==> config.mk <==
export PLATFORM = sky130hd
export DESIGN_NAME = demux8_32bit_reg
export DESIGN_NICKNAME = d
export VERILOG_FILES = /design/src/rtl/demux8_32bit_reg_pkg.sv /design/src/rtl/demux8_32bit_reg_lane.sv /design/src/rtl/demux8_32bit_reg.sv
export SDC_FILE = /design/constraint.sdc
export NUM_CORES = 1
export LEC_CHECK = 0
export BUFFER_PORTS_ARGS = -buffer_cell sky130_fd_sc_hd__buf_2
export CORE_MARGIN = 1
export CORE_UTILIZATION = 51
export CTS_BUF_LIST = sky130_fd_sc_hd__clkbuf_16
export DETAILED_ROUTE_END_ITERATION = 10
export GPL_ROUTABILITY_DRIVEN = 0
export GPL_TIMING_DRIVEN = 1
export PLACE_DENSITY = 0.86
export SLEW_MARGIN = 25
export SYNTH_ARGS = -nofsm -noshare
export SYNTH_HDL_FRONTEND = slang
export SYNTH_SLANG_ARGS = --single-unit
export TNS_END_PERCENT = 30
==> constraint.sdc <==
create_clock -name clock -period 1.9 [get_ports clock]
set_input_delay 0.19 -clock clock [delete_from_list [all_inputs] [get_ports clock]]
set_output_delay 0.19 -clock clock [all_outputs]
set_load 0.01 [all_outputs]
==> src/rtl/demux8_32bit_reg_pkg.sv <==
// Shared constants and the lane-select decode for the registered 1-to-8 word distributor.
// Pure declarations: no latency, no state, no backpressure.
// Lane count and select width are fixed by the 8-lane datapath. The default word width is 32.
package demux8_32bit_reg_pkg;

    localparam int DEMUX_LANES = 8;
    localparam int DEMUX_SEL_W = 3;
    localparam int DEMUX_WIDTH = 32;

    typedef logic [DEMUX_LANES-1:0] lane_mask_t;
    typedef logic [DEMUX_SEL_W-1:0] lane_sel_t;

    function automatic lane_mask_t lane_decode(input lane_sel_t sel);
        lane_mask_t mask;
        mask      = '0;
        mask[sel] = 1'b1;
        return mask;
    endfunction

endpackage

==> src/rtl/demux8_32bit_reg_lane.sv <==
// One holding register plus full flag for a single distributor lane.
// Latency: load-to-valid is 1 cycle. The register holds its word after drain.
// Backpressure: valid stays high until ack. A same-cycle load and ack keeps valid set and takes the new word.
module demux_lane_32bit
    import demux8_32bit_reg_pkg::*;
#(
    parameter int WIDTH = DEMUX_WIDTH
) (
    input  logic             clock,
    input  logic             reset_n,
    input  logic             load,
    input  logic             ack,
    input  logic [WIDTH-1:0] data_in,
    output logic             valid,
    output logic [WIDTH-1:0] data_out
);

    always_ff @(posedge clock or negedge reset_n) begin
        if (!reset_n) begin
            valid    <= 1'b0;
            data_out <= '0;
        end else if (load) begin
            valid    <= 1'b1;
            data_out <= data_in;
        end else if (ack) begin
            valid    <= 1'b0;
        end
    end

endmodule

==> src/rtl/demux8_32bit_reg.sv <==
// Registered 1-to-8 distributor: steers one word per cycle into the selected lane's holding register.
// Latency: accept-to-out_valid is 1 cycle. busy is a combinational OR of the lane valid flags.
// Backpressure: in_ready = target lane empty or draining this cycle. Optional broadcast (DEMUX_BCAST_EN) waits for all lanes.
module demux8_32bit_reg
    import demux8_32bit_reg_pkg::*;
#(
    parameter int WIDTH = DEMUX_WIDTH
) (
    input  logic                         clock,
    input  logic                         reset_n,
    input  logic                         in_valid,
    output logic                         in_ready,
    input  logic [DEMUX_SEL_W-1:0]       select,
    input  logic                         bcast,
    input  logic [WIDTH-1:0]             data_in,
    output logic [DEMUX_LANES*WIDTH-1:0] data_out,
    output logic [DEMUX_LANES-1:0]       out_valid,
    input  logic [DEMUX_LANES-1:0]       out_ack,
    output logic                         busy
);

    lane_mask_t lane_free;
    lane_mask_t target_mask;
    lane_mask_t lane_load;
    logic       accept;

    // A lane can take a new word when it is empty or being drained in the same cycle.
    assign lane_free = ~out_valid | out_ack;

`ifdef DEMUX_BCAST_EN
    assign in_ready    = bcast ? (&lane_free) : lane_free[select];
    assign target_mask = bcast ? '1 : lane_decode(select);
`else
    logic unused_bcast;
    assign unused_bcast = bcast;
    assign in_ready     = lane_free[select];
    assign target_mask  = lane_decode(select);
`endif

    assign accept    = in_valid & in_ready;
    assign lane_load = {DEMUX_LANES{accept}} & target_mask;
    assign busy      = |out_valid;

    for (genvar i = 0; i < DEMUX_LANES; i++) begin : g_lane
        demux_lane_32bit #(
            .WIDTH(WIDTH)
        ) u_lane (
            .clock   (clock),
            .reset_n (reset_n),
            .load    (lane_load[i]),
            .ack     (out_ack[i]),
            .data_in (data_in),
            .valid   (out_valid[i]),
            .data_out(data_out[WIDTH*i +: WIDTH])
        );
    end

endmodule

==> results of run 1 <==
[metrics by stage]
step | hold slack [ns] | area, um^2 | instances
5_1_grt | 0.0156 | 13300 | 1243
2_1_floorplan | -0.106 | 10300 | 595
4_1_cts | 0.00275 | 13300 | 1243
3_5_place_dp | 0.188 | 12100 | 1157
6_report | 0.0162 | 13300 | 1243
3_3_place_gp | 0.186 | 12100 | 1157
[power by group]
part           internal (uW)  switching (uW)
Combinational           1940            1870
Sequential              6850             652
Clock                   2690            2040
[what timing repair did]
item                       CTS  global route
gates resized for setup      5             0
hold buffers                23             0
setup endpoints to repair    1             1
hold endpoints to repair   148             0
setup buffers               15             0
[state kept, by name, indices dropped and copies added, names as in the netlist]
name	flops
g_lane.u_lane.data_out	256
g_lane.u_lane.valid	8
[kinds of logic (layout without fill, tap and decap cells)]
family,after synthesis,in the layout
multiplexers,259,259
buffers and inverters,37,420
flip-flops,264,264
AND/OR/NAND/NOR,35,35
[worst min-delay path by stage]
stage | cells after the start | start | to
3_3_place_gp | 1 | reset_n | g_lane[1].u_lane.data_out[6]
3_5_place_dp | 1 | reset_n | g_lane[1].u_lane.data_out[6]
6_report | 2 | data_in[25] | g_lane[4].u_lane.data_out[25]
5_1_grt | 2 | data_in[25] | g_lane[4].u_lane.data_out[25]
2_1_floorplan | 0 | reset_n | g_lane[0].u_lane.data_out[0]
4_1_cts | 2 | data_in[9] | g_lane[5].u_lane.data_out[9]
[cells in the mapped netlist]
library cell    n  area, um^2
nor2_1          1        3.75
mux2_2        215        2420
mux4_1          2        52.6
and2_2          1        7.51
nand4b_4        1        23.8
nand2_1        10        37.5
nor4_1          2        12.5
buf_4          17         128
and2b_2         1        8.76
and4_2          1        10.0
mux2_4         30         450
and3_1          1        6.26
nor2b_1         1        6.26
nand4_1         1        6.26
buf_2           7        35.0
and2b_1         1        7.51
dfrtp_1       264        6610
nand2b_1        8        50.1
nor2b_4         1        13.8
nand4_4         1        21.3
mux2_1         12         135
buf_12          3        60.1
clkbuf_2        1        5.00
nand3_2         1        10.0
buf_6           9         101
nand4_2         2        25.0
nand4b_2        1        15.0
[placed cells by master, fill, tap and decap left out, types with 7 or more instances in the layout]
| cell | count |
|---|---|
| clkinv_1 | 10 |
| mux2_4 | 31 |
| buf_12 | 10 |
| dfrtp_1 | 264 |
| nand2_1 | 10 |
| nand2b_1 | 7 |
| buf_2 | 309 |
| mux2_1 | 12 |
| dlygate4sd3_1 | 23 |
| inv_1 | 8 |
| buf_4 | 28 |
| mux2_2 | 214 |
| clkbuf_16 | 27 |
[per-layer routing]
layer  share of wire [%]  track usage, %
met1                  39            30.1
met2                  51            43.4
met3                 7.1            6.30
met4                 3.2            9.07
met5                   0               0
[final cells by class]
cell class	count	share of cell area (%)
clock buffer	27	5.09
clock inverter	21	0.839
multi-input combinational	294	25.1
sequential	264	49.8
tap	265	2.50
timing repair buffer	372	16.7
==> impl_metrics.tcl, run 1 <==
set metrics [dict create \
    multi_input_area_mm2 0.00334 \
    finalNetCount 1006 \
    setup_slack_ns -0.143 \
    criticalPathCategory "register to output port" \
    register_area_mm2 0.00661 \
    gr-total-overflow 0 \
    rows 51 \
    drv_slew 0 \
    finClkSkew_ns 0.00653 \
    ys_ff_latch 264 \
    setup-violations-final 1 \
    reg2regPathDepth 5 \
    synth-simple-area-share_pct 2.59 \
    tritoncts "yes" \
    peakVddDrop_mv 0.997 \
    p_leak_uw 0.00656 \
    vias_per_cell 5.26 \
    die_h_um 144 \
    synth_top_family_by_area "multiplexers" \
    status "finished with violations" \
    cts.sinks 264 \
    grt_max_degree 67 \
    synth_fp_nets 642 \
    vias 6539 \
    final_layout_size_suffix_gt1_share_pct 65.3 \
    crit_path_cell_trace "nand2b_4 > mux4_2 > mux2_4 > buf_6" \
    cp-endpoint "in_ready" \
    finalPower_uw 16000 \
    path_delay_family "multiplexers" \
    slew_headroom_pct 64.4 \
    syn2layout_area_growth_pct 29.4 \
    cts.clk_slew.worst_paths_ns 0.06 \
    ys_seq_area_share_pct 64.4 \
    pre_cts_slack_ns 0.184 \
    syn_inst 595 \
    tightest_slew_ns 0.534 \
    arrival_ns 1.85 \
    grt_pass1_vias 6929 \
    grt_util_all_layers_pct 25.0 \
    worst-path-buf-inv 1 \
    dpl.hpwl_um 16900 \
    clk_path_buf_depth 3 \
    startpoint_type "register" \
    fill_cells 1323 \
    worstHoldPathType "input port to register" \
    cpMaxStageDelayCell "mux4_2" \
    maxCapViolCount 0 \
    wl_um 25700 \
    synth_compound_area_share_pct 0 \
    rsz0062_at_grt "yes" \
    antenna_found_initial 0 \
    ys_warn_count 0 \
    antenna_left 0 \
    insertion_delay_ns 0.52 \
    cts_buffers 27 \
    end_kind "output port" \
    yosys.area_share.xor_xnor_pct 0 \
    power.density_mw_per_mm2 1210 \
    core_area_mm2 0.0196 \
    io_buffers 311 \
    crit_fanout 2 \
    fin_crit_ns 2.04 \
    synth_cell_types 27 \
    cts_htree_levels 1 \
    reg2reg_from "g_lane[5].u_lane.valid" \
    drc 0 \
    finalHoldViolations 0 \
    boundaryPins 313 \
    synth_fa_ha_area_share_pct 0 \
    final_util_pct 67.8 \
    fp.dieArea_mm2 0.0207 \
    finalSetupTns_ns -0.143 \
    firstDrtPassIters 4 \
    ff2ff_setup_slack_ns 0.19 \
    grt_pass1_wl_um 39200 \
    die_w_um 144 \
    violations "negative setup slack" \
    syn_avg_cell_area_um2 17.2 \
    synth_mux_area_share_pct 29.8 \
    cp.depth 4 \
    first_iter_violations 171 \
    start_util_pct 52.4 \
    cp-startpoint "g_lane[4].u_lane.valid" \
    required_ns 1.71 \
    diodes 0 \
    syn-cell-area_mm2 0.0103 \
    timing.fmax_ghz 0.489 \
    fin_crit_sh_pct 108 \
    ctsRootBufferMaster "clkbuf_16" \
    r2r_end "g_lane[5].u_lane.data_out[11]" \
    wl_per_cell_um 20.7 \
    cp_slowest_stage_delay_ns 0.45 \
]
Power figures use the tool's default switching activity.
==> run 2: changes to the inputs <==
--- a/config.mk
+++ b/config.mk
@@ -5,7 +5,7 @@
 export SDC_FILE = /design/constraint.sdc
 export NUM_CORES = 1
 export LEC_CHECK = 0
-export BUFFER_PORTS_ARGS = -buffer_cell sky130_fd_sc_hd__buf_2
+export BUFFER_PORTS_ARGS = -buffer_cell sky130_fd_sc_hd__buf_4
 export CORE_MARGIN = 1
 export CORE_UTILIZATION = 51
 export CTS_BUF_LIST = sky130_fd_sc_hd__clkbuf_16
@@ -13,6 +13,7 @@
 export GPL_ROUTABILITY_DRIVEN = 0
 export GPL_TIMING_DRIVEN = 1
 export PLACE_DENSITY = 0.86
+export SETUP_SLACK_MARGIN = 0.02
 export SLEW_MARGIN = 25
 export SYNTH_ARGS = -nofsm -noshare
 export SYNTH_HDL_FRONTEND = slang
==> run 2 against run 1 <==
  * The run still ends with negative setup slack left
  * First-iteration DRC count up 0.58%
  * Die area stayed put
  * Register-to-register slack barely moved
  * Sequential cell count is the same
  * Global-route usage grew 0.86 points
  * Count of clock-buffer cells in the layout did not move
  * Cell area grew 7.3%
  * Worst setup slack worse by 0.033 ns
  * Combinational power increased by 20%
  * Total power is 5.9% higher
  * Cell count up 1.2%
  * Sequential power rose by 0.7%
  * Critical path type unchanged
==> impl_metrics.tcl, run 2 (synthesized netlist as in run 1, its figures left out) <==
set metrics [dict create \
    cp_slowest_stage_delay_ns 0.46 \
    vias_per_cell 5.22 \
    finalNetCount 1019 \
    boundaryPins 313 \
    firstDrtPassIters 4 \
    mostFrequentLayoutCells "335 x buf_4, 264 x dfrtp_1, 214 x mux2_2" \
    finalSetupTns_ns -0.176 \
    layout_commonest_cell "buf_4" \
    start_util_pct 52.4 \
    worst-path-buf-inv 1 \
    worstHoldPathType "input port to register" \
    arrival_ns 1.89 \
    cpMaxStageDelayCell "mux4_2" \
    drc 0 \
    rsz0062_at_grt "yes" \
    power.density_mw_per_mm2 1190 \
    vias 6568 \
    power_switching_uw 4780 \
    die_w_um 144 \
    cts_buffers 27 \
    path_delay_family "multiplexers" \
    cts.sinks 264 \
    largest_reg_flops 256 \
    largest-register "g_lane.u_lane.data_out" \
    grt_util_all_layers_pct 25.9 \
    r2r_end "g_lane[5].u_lane.data_out[10]" \
    tightest_slew_ns 0.446 \
    wl_um 27000 \
    setup_slack_ns -0.176 \
    crit_path_cell_trace "nand2b_1 > mux4_2 > mux2_4 > buf_6" \
    cp-startpoint "g_lane[4].u_lane.valid" \
    fin_crit_sh_pct 109 \
    multi_input_area_mm2 0.00336 \
    tritoncts "yes" \
    finClkSkew_ns 0.00925 \
    grt_pass1_wl_um 40300 \
    gr-total-overflow 0 \
    p_comb_share_pct 27.0 \
    cts_htree_levels 1 \
    status "finished with violations" \
    antenna_found_initial 0 \
    peakVddDrop_mv 1.12 \
    cp.depth 4 \
    wl_per_cell_um 21.5 \
    final_layout_size_suffix_gt1_share_pct 65.0 \
    end_kind "output port" \
    cp-endpoint "in_ready" \
    die_h_um 144 \
    ff2ff_setup_slack_ns 0.20 \
    cts.clk_slew.worst_paths_ns 0.06 \
    slew_headroom_pct 70.3 \
    crit_fanout 2 \
    io_buffers 311 \
    required_ns 1.71 \
    dpl.hpwl_um 17400 \
    register_area_mm2 0.00661 \
    insertion_delay_ns 0.52 \
    internal-power_uw 12200 \
    diodes 0 \
    fill_cells 1169 \
    criticalPathCategory "register to output port" \
    p_clk_share_pct 28.5 \
    fin_crit_ns 2.08 \
    startpoint_type "register" \
    setup-violations-final 1 \
    switching_share_pct 28.1 \
    reg2regPathDepth 5 \
    finalPower_uw 17000 \
    rows 51 \
    timing.fmax_ghz 0.482 \
    maxCapViolCount 0 \
    clk_path_buf_depth 3 \
    grt_max_degree 59 \
    first_iter_violations 172 \
    ctsRootBufferMaster "clkbuf_16" \
    antenna_left 0 \
    grt_pass1_vias 6926 \
    fp.dieArea_mm2 0.0207 \
    violations "negative setup slack" \
    drv_slew 0 \
    syn2layout_area_growth_pct 38.8 \
    p_leak_uw 0.00687 \
    core_area_mm2 0.0196 \
    power_frac_seq_pct 44.5 \
    reg2reg_from "g_lane[5].u_lane.valid" \
    hp-start "out_ack[7]" \
    reg.largest.list "g_lane.u_lane.data_out: 256 flops, g_lane.u_lane.valid: 8 flops" \
    finalHoldViolations 0 \
]
run 2: cell types whose count changed in the layout (fill, tap and decap cells not counted), sizes merged:
cell,before,now
dlygate4sd3,23,36
clkinv,11,12
inv,9,10
run 2: layout make-up:
type | instances | area share (%)
timing repair buffer | 385 | 22.1
sequential | 264 | 46.4
multi-input combinational | 294 | 23.6
clock inverter | 23 | 0.905
clock buffer | 27 | 4.74
tap | 265 | 2.33
run 2: worst min-delay path: stages:
cell and delay, ns:
buf_4 0.08, nand2b_1 0.12, buf_4 0.12, nand2_1 0.04
run 2: power groups by stage:
stage | clock network [uW] | registers (uW) | logic, uW
global placement | 0 | 7550 | 4360
CTS | 4910 | 7540 | 4580
floorplan | 0 | 8120 | 1290
detailed placement | 0 | 7610 | 4470
global route | 5160 | 7700 | 4870
finish | 4850 | 7560 | 4580
run 2: layer usage:
layer | share of wire (%) | wire length, um | up-vias | GRT usage [%]
met4 | 2.9 | 775 | 0 | 8.12
met1 | 40 | 10800 | 3403 | 31.6
li1 | - | - | 2860 | -
met2 | 50 | 13600 | 257 | 44.6
met3 | 7.0 | 1890 | 48 | 6.90
met5 | 0 | 0 | - | 0
run 2: what timing repair did:
action | CTS | global route
hold endpoints to repair | 311 | 0
pin swaps | 0 | 1
setup endpoints to repair | 1 | 2
cloned | 0 | 0
gates resized for setup | 4 | 4
setup buffers | 12 | 4
hold buffers | 36 | 0
run 2: through the flow:
stage                     hold WS (ns)  util (%)  instance area [um^2]  cells  setup slack (ns)
after CTS                       0.0216      72.4                 14200   1254            -0.160
after global routing            0.0482      72.7                 14200   1258            -0.226
after detailed placement         0.145      66.0                 12900   1156             0.249
after global placement           0.141      66.0                 12900   1156             0.275
after floorplan                 -0.106         -                 10300    595             0.481
final                           0.0683      72.7                 14200   1258            -0.176
run 2: how the worst min path moves through the flow:
| stage | endpoint | depth (start not counted) |
|---|---|---|
| after CTS | g_lane[7].u_lane.valid | 4 |
| final | g_lane[7].u_lane.valid | 4 |
| after global placement | g_lane[1].u_lane.data_out[6] | 1 |
| after floorplan | g_lane[0].u_lane.data_out[0] | 0 |
| after detailed placement | g_lane[1].u_lane.data_out[6] | 1 |
| after global routing | g_lane[7].u_lane.valid | 4 |
==> run 3: changes to the inputs <==
--- a/config.mk
+++ b/config.mk
@@ -12,7 +12,7 @@
 export DETAILED_ROUTE_END_ITERATION = 10
 export GPL_ROUTABILITY_DRIVEN = 0
 export GPL_TIMING_DRIVEN = 1
-export PLACE_DENSITY = 0.86
+export PLACE_DENSITY = 0.81
 export SETUP_SLACK_MARGIN = 0.02
 export SLEW_MARGIN = 25
 export SYNTH_ARGS = -nofsm -noshare
==> run 3 against run 2 <==
  * The run still ends with negative setup slack left
  * Sequential power about the same
  * Non-clock buffer count decreased by 5
  * First-iteration DRC count decreased by 9.9%
  * Critical path depth did not move
  * Critical endpoint unchanged
  * Die area did not move
  * Worst hold slack got worse by 0.038 ns
  * Utilization about the same
  * Via count shrank 1.5%
==> impl_metrics.tcl, run 3 (synthesized netlist as in run 1, its figures left out) <==
set metrics [dict create \
    syn2layout_area_growth_pct 38.9 \
    dp_cells 1152 \
    diodes 0 \
    startpoint_type "register" \
    reg2regPathDepth 5 \
    io_buffers 311 \
    maxCapViolCount 0 \
    required_ns 1.71 \
    vias_per_cell 5.17 \
    status "finished with violations" \
    finalSetupTns_ns -0.183 \
    finClkSkew_ns 0.0110 \
    ctsRootBufferMaster "clkbuf_16" \
    largest_reg_flops 256 \
    cts.sinks 264 \
    cts_htree_levels 1 \
    cts_buffers 28 \
    layout_commonest_cell "buf_4" \
    grt_pass1_wl_um 39200 \
    firstDrtPassIters 6 \
    ff2ff_setup_slack_ns 0.21 \
    cts.clk_slew.worst_paths_ns 0.06 \
    p_leak_uw 0.00687 \
    drv_slew 0 \
    slew_headroom_pct 74.7 \
    grt_max_degree 72 \
    finalNetCount 1015 \
    timing.fmax_ghz 0.480 \
    finalHoldViolations 0 \
    dpl.hpwl_um 16900 \
    setup-violations-final 1 \
    final_cell_count_no_fill 1252 \
    worstHoldPathType "input port to register" \
    setup_slack_ns -0.183 \
    tightest_slew_ns 0.379 \
    tritoncts "yes" \
    rsz0062_at_grt "yes" \
    wl_per_cell_um 20.6 \
    cp-endpoint "in_ready" \
    crit_fanout 2 \
    largest-register "g_lane.u_lane.data_out" \
    final_util_pct 72.8 \
    die_h_um 144 \
    final_layout_size_suffix_gt1_share_pct 65.3 \
    criticalPathCategory "register to output port" \
    grt_pass1_vias 6817 \
    power.density_mw_per_mm2 1210 \
    core_area_mm2 0.0196 \
    drc 0 \
    fp.dieArea_mm2 0.0207 \
    start_util_pct 52.4 \
    gr-total-overflow 0 \
    fin_crit_ns 2.08 \
    cp-startpoint "g_lane[0].u_lane.valid" \
    grt_util_all_layers_pct 25.1 \
    r2r_end "g_lane[6].u_lane.data_out[13]" \
    arrival_ns 1.89 \
    first_iter_violations 155 \
    peakVddDrop_mv 0.851 \
    clk_path_buf_depth 3 \
    vias 6470 \
    boundaryPins 313 \
    pre_cts_slack_ns 0.273 \
    mostFrequentLayoutCells "334 x buf_4, 264 x dfrtp_1, 214 x mux2_2" \
    fin_crit_sh_pct 110 \
    reg.largest.list "g_lane.u_lane.data_out: 256 flops, g_lane.u_lane.valid: 8 flops" \
    antenna_found_initial 0 \
    end_kind "output port" \
    insertion_delay_ns 0.53 \
    wl_um 25800 \
    antenna_left 0 \
    die_w_um 144 \
    violations "negative setup slack" \
    finalPower_uw 17300 \
    reg2reg_from "g_lane[6].u_lane.valid" \
    rows 51 \
]
[run 3: layer usage]
layer  GRT usage (%)  vias to the layer above  routed length, um
met2            42.8                      235              13000
met5               0                        -                  0
met3            6.70                       57               1850
li1                -                     2860                  -
met4            8.68                        0                800
met1            30.5                     3318              10200
[run 3: power by group]
part / internal, uW / total (uW) / switching (uW) / leakage (uW)
clock: 3140 / 5250 / 2110 / 0.000459
sequential: 6860 / 7540 / 683 / 0.00318
combinational: 2640 / 4530 / 1890 / 0.00323
[run 3: layout make-up]
type                            count  area [um^2]
Fill cell                        1253         5340
Clock inverter                     20          164
Timing Repair Buffer              380         3070
Clock buffer                       29          726
Sequential cell                   264         6610
Multi-Input combinational cell    294         3350
Tap cell                          265          332
[run 3: metrics by stage]
| step | hold slack (ns) | cell area, um^2 |
|---|---|---|
| floorplan | -0.106 | 10300 |
| CTS | 0.00880 | 14200 |
| detailed placement | 0.104 | 12900 |
| global placement | 0.102 | 12900 |
| finish | 0.0308 | 14300 |
| global route | 0.0233 | 14300 |
[run 3: how the worst min path moves through the flow]
stage,start,to,slack (ns),cells past startpoint
3_5_place_dp,reset_n,g_lane[4].u_lane.data_out[2],0.10,1
5_1_grt,select[0],g_lane[5].u_lane.valid,0.02,3
4_1_cts,out_ack[7],g_lane[7].u_lane.valid,0.009,4
2_1_floorplan,reset_n,g_lane[0].u_lane.data_out[0],-0.11,0
3_3_place_gp,reset_n,g_lane[4].u_lane.data_out[2],0.10,1
6_report,select[0],g_lane[5].u_lane.valid,0.03,3
[run 3: timing repair]
action / 4_1_cts / 5_1_grt
pin swaps: 0 / 2
endpoints found under the setup margin: 1 / 2
resized for setup: 5 / 2
setup buffers: 15 / 2
hold endpoints to repair: 521 / 0
hold buffers: 34 / 0
[run 3: critical path, cell delays in order (launching register included)]
cell and delay, ns:
dfrtp_1 0.37, nand2b_1 0.12, mux4_2 0.46, mux2_4 0.29, buf_6 0.12
